$ cat src/rtl/sparse_decoder_vec.sv
// Expands run-length (skip,value) entries into indexed elements, sparse or dense zero-filled.
// One output register stage; FILL/TAIL emit one element per output transfer while input is held off.
module sparse_decoder_vec #(
  parameter int SKIP_W  = 8,
  parameter int VALUE_W = 16,
  parameter int VEC_LEN = 64,
  localparam int IDX_W  = $clog2(VEC_LEN)
) (
  input  logic               mac_clk,
  input  logic               mac_rst_n,
  input  logic               mode_dense_i,
  input  logic               sram_valid_i,
  output logic               sram_ready_o,
  input  logic [SKIP_W-1:0]  sram_skip_i,
  input  logic [VALUE_W-1:0] sram_value_i,
  input  logic               sram_ext_i,
  input  logic               sram_last_i,
  output logic               decoder_valid_o,
  input  logic               decoder_ready_i,
  output logic [IDX_W-1:0]   decoder_index_o,
  output logic [VALUE_W-1:0] decoder_value_o,
  output logic               decoder_last_o,
  output logic               err_overflow_o
);
  localparam int TW = ((IDX_W > SKIP_W) ? IDX_W : SKIP_W) + 1;
  localparam logic [TW-1:0]  T_LAST = TW'(VEC_LEN - 1);
  localparam logic [TW-1:0]  T_LEN  = TW'(VEC_LEN);
  localparam logic [IDX_W:0] C_LAST = (IDX_W+1)'(VEC_LEN - 1);
  localparam logic [IDX_W:0] C_ONE  = (IDX_W+1)'(1);

  typedef enum logic [1:0] {IDLE, FILL, TAIL} state_e;

  state_e             state_q, state_d;
  logic [IDX_W:0]     cur_q, cur_d, ptgt_q, ptgt_d;
  logic [VALUE_W-1:0] pval_q, pval_d, val_q, val_d;
  logic               plast_q, plast_d, pext_q, pext_d, mode_q, mode_d;
  logic               vld_q, vld_d, last_q, last_d, err_q, err_d;
  logic [IDX_W-1:0]   idx_q, idx_d;

  logic               out_free, accept, dense, ovf;
  logic [TW-1:0]      tgt;
  logic [IDX_W:0]     tgt_c, cur_inc, v_tgt;
  logic [VALUE_W-1:0] v_val;
  logic               emit_zero, zero_last, emit_val, v_last, v_dense;

  assign out_free     = !vld_q || decoder_ready_i;
  assign sram_ready_o = mac_rst_n && (state_q == IDLE) && out_free;
  assign accept       = sram_valid_i && sram_ready_o;
  // Mode is taken live only at the start of a vector, otherwise from the latch.
  assign dense        = (cur_q == '0) ? mode_dense_i : mode_q;
  assign tgt          = TW'(cur_q) + TW'(sram_skip_i);
  assign tgt_c        = tgt[IDX_W:0];
  assign cur_inc      = cur_q + C_ONE;
  assign ovf          = sram_ext_i ? (tgt > T_LEN) : (tgt > T_LAST);

  always_comb begin
    state_d = state_q;  cur_d = cur_q;  mode_d = mode_q;  err_d = err_q;
    ptgt_d = ptgt_q;  pval_d = pval_q;  plast_d = plast_q;  pext_d = pext_q;
    vld_d = vld_q && !decoder_ready_i;
    idx_d = idx_q;  val_d = val_q;  last_d = last_q;
    emit_zero = 1'b0;  zero_last = 1'b0;  emit_val = 1'b0;
    v_tgt = tgt_c;  v_val = sram_value_i;  v_last = sram_last_i;  v_dense = dense;
    case (state_q)
      IDLE: if (accept) begin
        if (cur_q == '0) mode_d = mode_dense_i;
        if (ovf) begin
          err_d = 1'b1;
          cur_d = '0;
        end else if (dense && (sram_skip_i != '0)) begin
          emit_zero = 1'b1;
          ptgt_d  = tgt_c;
          pval_d  = sram_value_i;
          plast_d = sram_last_i;
          pext_d  = sram_ext_i;
          state_d = (sram_ext_i && (cur_inc == tgt_c)) ? IDLE : FILL;
        end else if (sram_ext_i) begin
          cur_d = tgt_c;
        end else begin
          emit_val = 1'b1;
        end
      end
      FILL: if (out_free) begin
        if (!pext_q && (cur_q == ptgt_q)) begin
          emit_val = 1'b1;
          v_tgt    = ptgt_q;
          v_val    = pval_q;
          v_last   = plast_q;
          v_dense  = 1'b1;
          state_d  = IDLE;
        end else begin
          emit_zero = 1'b1;
          if (pext_q && (cur_inc == ptgt_q)) state_d = IDLE;
        end
      end
      TAIL: if (out_free) begin
        emit_zero = 1'b1;
        zero_last = (cur_q == C_LAST);
        if (zero_last) state_d = IDLE;
      end
      default: state_d = IDLE;
    endcase
    if (emit_zero) begin
      vld_d  = 1'b1;
      idx_d  = cur_q[IDX_W-1:0];
      val_d  = '0;
      last_d = zero_last;
      cur_d  = zero_last ? '0 : cur_inc;
    end
    if (emit_val) begin
      vld_d  = 1'b1;
      idx_d  = v_tgt[IDX_W-1:0];
      val_d  = v_val;
      // Dense vectors always end on the final index; a short one finishes through TAIL.
      last_d = v_last && (!v_dense || (v_tgt == C_LAST));
      cur_d  = last_d ? '0 : (v_tgt + C_ONE);
      if (v_dense && v_last && (v_tgt != C_LAST)) state_d = TAIL;
    end
  end

  always_ff @(posedge mac_clk or negedge mac_rst_n) begin
    if (!mac_rst_n) begin
      state_q <= IDLE;  cur_q <= '0;  mode_q <= 1'b0;  err_q <= 1'b0;
      ptgt_q <= '0;  pval_q <= '0;  plast_q <= 1'b0;  pext_q <= 1'b0;
      vld_q <= 1'b0;  idx_q <= '0;  val_q <= '0;  last_q <= 1'b0;
    end else begin
      state_q <= state_d;  cur_q <= cur_d;  mode_q <= mode_d;  err_q <= err_d;
      ptgt_q <= ptgt_d;  pval_q <= pval_d;  plast_q <= plast_d;  pext_q <= pext_d;
      vld_q <= vld_d;  idx_q <= idx_d;  val_q <= val_d;  last_q <= last_d;
    end
  end

  assign decoder_valid_o = vld_q;
  assign decoder_index_o = idx_q;
  assign decoder_value_o = val_q;
  assign decoder_last_o  = last_q;
  assign err_overflow_o  = err_q;
endmodule

$ cat config.mk
export PLATFORM = sky130hd
export DESIGN_NAME = sparse_decoder_vec
export DESIGN_NICKNAME = d
export VERILOG_FILES = /design/src/rtl/sparse_decoder_vec.sv
export SDC_FILE = /design/constraint.sdc
export NUM_CORES = 1
export LEC_CHECK = 0
export ABC_AREA = 1
export BUFFER_PORTS_ARGS = -buffer_cell sky130_fd_sc_hd__buf_4
export CAP_MARGIN = 20
export CORE_MARGIN = 2
export CORE_UTILIZATION = 50
export CTS_CLUSTER_SIZE = 28
export DETAILED_ROUTE_END_ITERATION = 10
export MAX_ROUTING_LAYER = met4
export PLACE_DENSITY_LB_ADDON = 0.15
export SLEW_MARGIN = 10
export SYNTH_ARGS = -nofsm -noshare
export SYNTH_HDL_FRONTEND = slang
export SYNTH_SLANG_ARGS = --single-unit
$ cat constraint.sdc
create_clock -name mac_clk -period 7.6 [get_ports mac_clk]
set_clock_uncertainty 0.15 [all_clocks]
set_input_delay 0.38 -clock mac_clk [delete_from_list [all_inputs] [get_ports mac_clk]]
set_output_delay 0.38 -clock mac_clk [all_outputs]
set_load 0.01 [all_outputs]
Word level (Yosys, flattened, before mapping)
Index checks and enable logic that the tools add are counted.
Word-level totals
  input port bits: 31
  output and inout bits: 26
  bits in registers: 60
  logic and storage cells: 114
Operators by class
  $add $sub $neg: 3
  reductions and logical operators: 28
  $lt $le $gt $ge: 2
  equal/unequal tests: 9
  mux-type cells: 59
  bitwise gates (word level): 1
Operators by type and width (number)
  7-bit 2-to-1 mux: 12
  16-bit 2-to-1 mux: 5
  1-bit 2-to-1 mux: 27
  7-bit equality test: 3
  2-bit 2-to-1 mux: 10
  7-bit by 1-bit adder with 7-bit output (second input constant): 2
  7-bit by 6-bit equality test with 1-bit output (second input constant): 2
  6-bit 2-to-1 mux: 2
  1-bit logical AND: 11
  7-bit by 8-bit adder with 9-bit output: 1
  9-bit by 6-bit greater-than comparator with 1-bit output (second input constant): 1
  9-bit by 7-bit greater-than comparator with 1-bit output (second input constant): 1
  4-bit AND reduction: 2
  8-bit nonzero test: 1
  7-bit zero test: 1
  7-bit by 6-bit != test with 1-bit output (second input constant): 1
  2-bit case mux with 3 select lines: 1
  3-bit nonzero test: 2
  1-bit zero test: 4
  4-bit != test (second input constant): 1
  4-bit nonzero test: 1
  1-bit case mux with 3 select lines: 1
  3-bit AND reduction: 1
  2-bit by 1-bit equality test with 1-bit output (second input constant): 1
  other kinds (7): 8

Depth between registers and ports, before layout
Gate-level depths: netlist of the first run.
  depth after elaboration: 10
  depth in mapped cells: 20
  depth with buffers taken out: 19

Worst setup path before layout of the first run
Ideal clock, no wire load.
  path kind: reg2reg
  from: reg cur_q[0]
  to: reg cur_q[2]
  setup time: 0.118 ns
  stages on the path, launching flop included: 18
  buffers on the path: 1
  required time: 7.332 ns
  period minus slack after synthesis: 2.741 ns
  path slack: 4.859 ns
  arrival time: 2.474 ns
  cell sequence: dfrtp_1 ha_1 fa_1 nand2_1 nand2_1 nand2_1 nor2_1 nor2_1 nand2_1 nor2_1 nand2_2 nand2_4 nand3_4 buf_2 nand4_2 nand2_1 nor2_1 nor2_1
Between the ends
  word-level cells in the longest chain between the ends: 10
  elaborated cells on any way between the ends: 53
  those cells by class: 3 x add/sub; 2 x order compare; 4 x eq/ne; 34 x mux; 10 x reduce/logical
RTL lines
  start: declaration: line 34  | logic [IDX_W:0] cur_q, cur_d, ptgt_q, ptgt_d;
  start signal: assignment: line 126  | state_q <= state_d; cur_q <= cur_d; mode_q <= mode_d; err_q <= err_d;
  branches (longest 10 deep; another with 7-bit by 8-bit adder with 9-bit output)
Parallel ways; which one is timed is not known. The select of a mux whose other input is x is not followed.
A chain may end at the register's enable or synchronous reset.

Final worst setup path of the first run
  from: reg cur_q[0]
  to: reg last_q (netlist: decoder_last_o)
Between the ends
  word-level cells in the longest chain between the ends: 9
  elaborated cells on any way between the ends: 40
  those cells by class: 1 x add/sub; 2 x order compare; 3 x eq/ne; 27 x mux; 7 x reduce/logical
RTL lines
  branches (longest 9 deep; another with 7-bit by 8-bit adder with 9-bit output)
  end signal: assignment: line 128  | vld_q <= vld_d; idx_q <= idx_d; val_q <= val_d; last_q <= last_d;
  end: declaration: line 37  | logic vld_q, vld_d, last_q, last_d, err_q, err_d;
Parallel ways; which one is timed is not known. The select of a mux whose other input is x is not followed.

==> impl_metrics.csv, run 1 <==
group,metric,value,unit
timing,slew_violations,0,
cts,path_clk_slew,0.08,ns
final_layout,most-common-layout-cells,"nand2_1, inv_1, dfrtp_1",
cts,clock_path_buffers,2,
power,p_leak,2.52,nW
critical_path,rr_worst_depth,17,
timing,worst_pin_slew,0.795,ns
floorplan,dieArea,8930,um^2
grt,grt_antenna_before_repair,0,
cts,cts_max_level,3,
critical_path,crit_path_top_delay_cell,"nor2_4",
detailed_routing,num_vias,3911,
detailed_routing,drc,0,
worst_hold_path,worstHoldStart,"sram_value_i[10]",
yosys,synth_top_area_share,36.7,%
cts,clk_latency,0.36,ns
final_layout,layout-drive-gt1-share,16.3,%
floorplan,die_h,94.5,um
cts,numCtsBuffers,9,
detailed_routing,wirelength,11000,um
critical_path,r2r_start,"cur_q[0]",
timing,period_share,48.9,%
timing,finalSetupTns,0,ns
power,peakVddDrop,0.000160,V
yosys,synth_largest_area_cell,"dfrtp_1",
timing,fmax,269,MHz
detailed_routing,dr.pass1.iters,5,
floorplan,core_area,8090,um^2
yosys,synthTopCellsByArea,"dfrtp_1, nand2_1, inv_1",
critical_path,crit_arrival,3.83,ns
placement,hpwlAfterDp,8090,um
cts,clkSinkCount,60,
grt,grt_pass1_vias,3486,
cts,root_buffer,"clkbuf_8",
timing,hold_ws,0.0980,ns
placement,dpl_cell_area,4570,um^2
status,outcome,"completed",
timing,finalCriticalPeriod,3.71,ns
critical_path,r2r_end,"decoder_last_o",
critical_path,crit_chain,"ha_1 -> fa_1 -> nand2_1 -> nand2_1 -> nand3_1 -> nand2_1 -> nand2_1 -> nand2_1 -> inv_1 -> nand2_1 -> nand2_2 -> nand2_4 -> nand3_4 -> nand2_4 -> nor2_4 -> nand2_1 -> o211ai_1",
grt,grt_max_degree,62,
yosys,syn-instance-count,575,
critical_path,path_class,"reg -> reg",
grt,grt_pass1_wl,17700,um
worst_hold_path,hold_depth,3,
grt,grt.total_usage,26.7,%
timing,rsz0062_at_grt,"false",
yosys,ys_seq_area_share,36.7,%
timing,slew_headroom,47.0,%
critical_path,slowest_delay,0.59,ns
run,drv_cap,0,
cts,cts_tree,"yes",
floorplan,initial_utilization,50.6,%
cts,cts_resized,0,
detailed_routing,via_per_inst,5.30,
critical_path,required,7.71,ns
power,pwr_density_cell,337,nW/um^2
yosys,syn_area,4100,um^2
yosys,synth_seq_cells,60,
floorplan,die_width,94.5,um
final_layout,fin_area,4770,um^2
worst_hold_path,hold_end,"pval_q[10]",
yosys,ys_warn_count,0,
placement,place_congestion,0.946,
detailed_routing,wl_per_cell,14.9,um
worst_hold_path,min_path_type,"in -> reg",
detailed_routing,drt_iter0_markers,275,
final_layout,layout.nets,670,
critical_path,reg2reg_slack,3.89,ns
final_layout,area_delta_synth_final,16.5,%
floorplan,ioPinCount,57,
floorplan,row_count,33,
grt,overflow,0,
timing,finalSetupViolCount,0,
critical_path,cp_max_fo,30,
yosys,synth_nets,617,
critical_path,critPathLaunchType,"flip-flop",
final_layout,final_common_cell,"nand2_1",
detailed_routing,drtAntennaViolNets,0,
critical_path,startpoint,"cur_q[0]",
yosys,syn_area_per_cell,7.12,um^2
timing,finalHoldViolCount,0,
final_layout,antennaDiodeCount,0,
placement,port_buffers,56,
critical_path,crit_path_frequent_cell,"nand2_1",
yosys,synth_cell_type_count,42,
critical_path,endpoint_kind,"flip-flop",
==> state kept, by name, indices dropped and copies added (netlist names) <==
| name | flops |
|---|---|
| decoder_last_o | 1 |
| pext_q | 1 |
| ptgt_q | 7 |
| plast_q | 1 |
| cur_q | 7 |
| decoder_valid_o | 1 |
| mode_q | 1 |
| err_overflow_o | 1 |
| decoder_value_o | 16 |
| decoder_index_o | 6 |
| pval_q | 16 |
| state_q | 2 |
==> worst max path at each step <==
stage	endpoint	slack, ns	depth (start not counted)
floorplan	cur_q[2]	4.86	17
global placement	decoder_last_o	3.98	17
detailed placement	decoder_last_o	3.94	17
CTS	decoder_last_o	3.90	17
global route	decoder_last_o	3.47	17
finish	decoder_last_o	3.89	17
==> cells by family after synthesis <==
logic type               count (synthesis)  share of synthesized area (%)
AO/OA/AOI/OAI                          101                           14.8
XOR/XNOR                                12                           2.57
adder cells (fa/ha/maj)                 11                           3.54
buffers and inverters                   92                           8.98
flip-flops                              60                           36.7
AND/OR/NAND/NOR                        299                           33.4
==> report_power, final <==
part,leakage [nW],internal [mW],switching (mW)
clock,0.0927,0.151,0.143
combinational,1.71,0.297,0.570
sequential,0.715,0.377,0.0707
total,2.52,0.826,0.784
==> cell type report <==
cell class	instances	area, um^2
clock inverter	6	63.8
timing repair buffer	57	430
fill	815	3320
inverter	77	289
sequential	60	1500
tap	105	131
multi-input combinational	423	2230
clock buffer	10	128
==> synthesized netlist by cell type (all sizes together) <==
master,n
o22ai,1
inv,76
nand4,8
xor2,8
dfrtp,60
nor4,1
buf,11
o211ai,4
a21oi,10
o21bai,1
a31o,1
nand2,199
nand3,45
nor3b,1
xnor2,4
fa,1
and2,1
clkbuf,4
nor3,3
ha,10
nand3b,4
clkinv,1
a22oi,1
a22o,16
o21ai,66
or2,3
nor2,34
a211oi,1
==> layer usage <==
metal | up-vias | wire length (um) | track usage, % | share of wire (%)
met3 | 14 | 755 | 6.78 | 6.9
met2 | 123 | 4860 | 39.5 | 44
li1 | 1961 | - | - | -
met4 | 0 | 150 | 7.00 | 1.4
met1 | 1813 | 5200 | 36.6 | 47
met5 | - | 0 | - | 0
==> metrics by stage <==
stage               instances  setup slack, ns  utilization [%]  total power, mW
floorplan                 575             4.86                -             1.08
global placement          721             3.98             56.5             1.30
detailed placement        721             3.94             56.5             1.31
CTS                       738             3.90             59.0             1.61
global route              738             3.47             59.0             1.75
finish                    738             3.89             59.0             1.61
==> what timing repair did <==
action,4_1_cts,5_1_grt
hold buffers,1,0
buffers inserted,0,0
hold endpoints to repair,43,0
endpoints found under the setup margin,0,0
==> worst max-delay path: cells and delay by family (launching register included) <==
kind,cells,cell delay [ns]
AND/OR/NAND/NOR,13,1.99
adder cells (fa/ha/maj),2,0.67
flip-flops,1,0.52
buffers and inverters,1,0.15
AO/OA/AOI/OAI,1,0.12
(Power assumes the default switching activity.)
==> inputs of run 2 (changes only) <==
- clock period: 7.6 -> 3.1 ns (I/O delays scaled with it)
==> impl_metrics.csv, run 2 (synthesis results as in run 1) <==
group,metric,value,unit
status,outcome,"completed",
timing,finalSetupViolCount,0,
floorplan,initial_utilization,50.6,%
critical_path,crit_path_top_delay_cell,"dfrtp_1",
grt,grt_antenna_before_repair,0,
cts,path_clk_slew,0.07,ns
detailed_routing,wirelength,11700,um
critical_path,worst-path-buf-inv,0,
worst_hold_path,hold_depth,4,
critical_path,reg2reg_slack,0.18,ns
final_layout,area_delta_synth_final,28.6,%
final_layout,final_common_cell,"nand2_1",
critical_path,path_class,"reg -> reg",
timing,fmax,343,MHz
critical_path,endpoint_kind,"flip-flop",
floorplan,dieArea,8930,um^2
grt,grt_pass1_vias,3646,
power,peakVddDrop,0.000434,V
critical_path,r2r_end,"cur_q[6]",
cts,numCtsBuffers,9,
run,drv_cap,0,
critical_path,crit_arrival,3.01,ns
critical_path,slowest_delay,0.42,ns
detailed_routing,drtAntennaViolNets,0,
critical_path,cp_top_family,"simple AND/OR/NAND/NOR gates",
critical_path,rr_worst_depth,16,
placement,hpwlAfterDp,8270,um
final_layout,most-common-layout-cells,"nand2_1, buf_4, inv_1",
critical_path,required,3.19,ns
worst_hold_path,hold_end,"decoder_valid_o",
placement,port_buffers,56,
placement,dpl_cell_area,4700,um^2
power,pwr_density_cell,819,nW/um^2
critical_path,critPathLaunchType,"flip-flop",
detailed_routing,via_per_inst,5.33,
cts,cts_tree,"yes",
timing,worst_pin_slew,0.756,ns
detailed_routing,dr.pass1.iters,7,
detailed_routing,drt_iter0_markers,300,
critical_path,cp_max_fo,8,
detailed_routing,drc,0,
floorplan,row_count,33,
critical_path,crit_path_frequent_cell,"nand2_1",
timing,hold_ws,0.0272,ns
worst_hold_path,worstHoldStart,"decoder_ready_i",
timing,slew_violations,0,
timing,period_share,94.1,%
timing,finalCriticalPeriod,2.92,ns
grt,grt_max_degree,61,
placement,place_congestion,1.02,
final_layout,layout.nets,713,
floorplan,die_h,94.5,um
worst_hold_path,min_path_type,"in -> reg",
critical_path,crit_chain,"ha_2 -> fa_1 -> nand2_1 -> nand2_1 -> nand3_1 -> nand3b_1 -> nand2_4 -> nand2_1 -> o21ai_1 -> nand3_1 -> o21bai_2 -> nand2_2 -> nand3_1 -> nand2_1 -> nand2_1 -> nand2_1",
detailed_routing,num_vias,4157,
critical_path,r2r_start,"cur_q[0]",
cts,root_buffer,"clkbuf_8",
timing,slew_headroom,49.6,%
final_layout,layout-drive-gt1-share,20.1,%
final_layout,fin_area,5270,um^2
cts,clock_path_buffers,2,
floorplan,die_width,94.5,um
power,p_leak,2.76,nW
floorplan,core_area,8090,um^2
timing,finalHoldViolCount,0,
floorplan,ioPinCount,57,
final_layout,antennaDiodeCount,0,
detailed_routing,wl_per_cell,15.1,um
grt,grt.total_usage,28.1,%
grt,overflow,0,
cts,clk_latency,0.35,ns
grt,grt_pass1_wl,18600,um
timing,finalSetupTns,0,ns
cts,clkSinkCount,60,
cts,cts_max_level,3,
[run 2: cell count changes in the layout (fill, tap and decap cells not counted), sizes merged]
cell / before / now
buf: 56 / 82
inv: 77 / 75
dlygate4sd3: 1 / 18
clkinv: 3 / 2
clkinvlp: 2 / 1
bufinv: 1 / 2
clkbuf: 10 / 12
[run 2: worst register-to-register path, delay by kind of cell, from the launching register on]
kind	cells	cell delay, ns
compound gates	2	0.35
simple gates	12	1.31
fa+ha+maj	2	0.59
flops	1	0.42
[run 2: area by class of cell]
cell class	instances	area (um^2)
Clock inverter	3	68.8
Timing Repair Buffer	100	841
Multi-Input combinational cell	423	2260
Tap cell	105	131
Clock buffer	12	165
Fill cell	715	2830
Sequential cell	60	1500
Inverter	77	295
[run 2: metal layers]
metal	vias up	global-route usage (%)	routed length, um
met4	0	7.37	141
met5	-	-	0
li1	2053	-	-
met1	1929	39.6	5340
met2	158	41.1	5420
met3	17	6.15	840
[run 2: report_power, final]
part | switching [mW] | leakage (nW) | total [mW] | internal (mW)
clock network | 0.328 | 0.119 | 0.844 | 0.516
logic | 1.52 | 1.93 | 2.41 | 0.888
registers | 0.132 | 0.715 | 1.06 | 0.927
[run 2: what timing repair did]
action                                  CTS  global route
endpoints found under the setup margin   20            34
gates resized for setup                   1            15
endpoints found under the hold margin    80             0
hold buffers                             18             0
setup buffers                             0            10
pin swaps                                 0             4
[run 2: worst max path at each step]
stage                        start            endpoint  slack [ns]  cells after the start
after detailed placement  cur_q[0]  decoder_value_o[6]       -0.02                     16
after global routing      cur_q[0]            cur_q[2]       -0.04                     18
after CTS                 cur_q[0]  decoder_value_o[0]        0.06                     16
after global placement    cur_q[0]            cur_q[1]       -0.02                     17
final                     cur_q[0]            cur_q[6]        0.18                     16
after floorplan           cur_q[0]            cur_q[2]        0.36                     17
[run 2: through the flow]
stage          power [mW]  worst slack (ns)  utilization (%)  cells
2_1_floorplan        2.64             0.359                -    575
3_3_place_gp         3.27           -0.0167             58.1    737
3_5_place_dp         3.30           -0.0190             58.1    737
4_1_cts              4.18            0.0555             63.2    770
5_1_grt              4.65           -0.0361             65.1    780
6_report             4.31             0.182             65.1    780
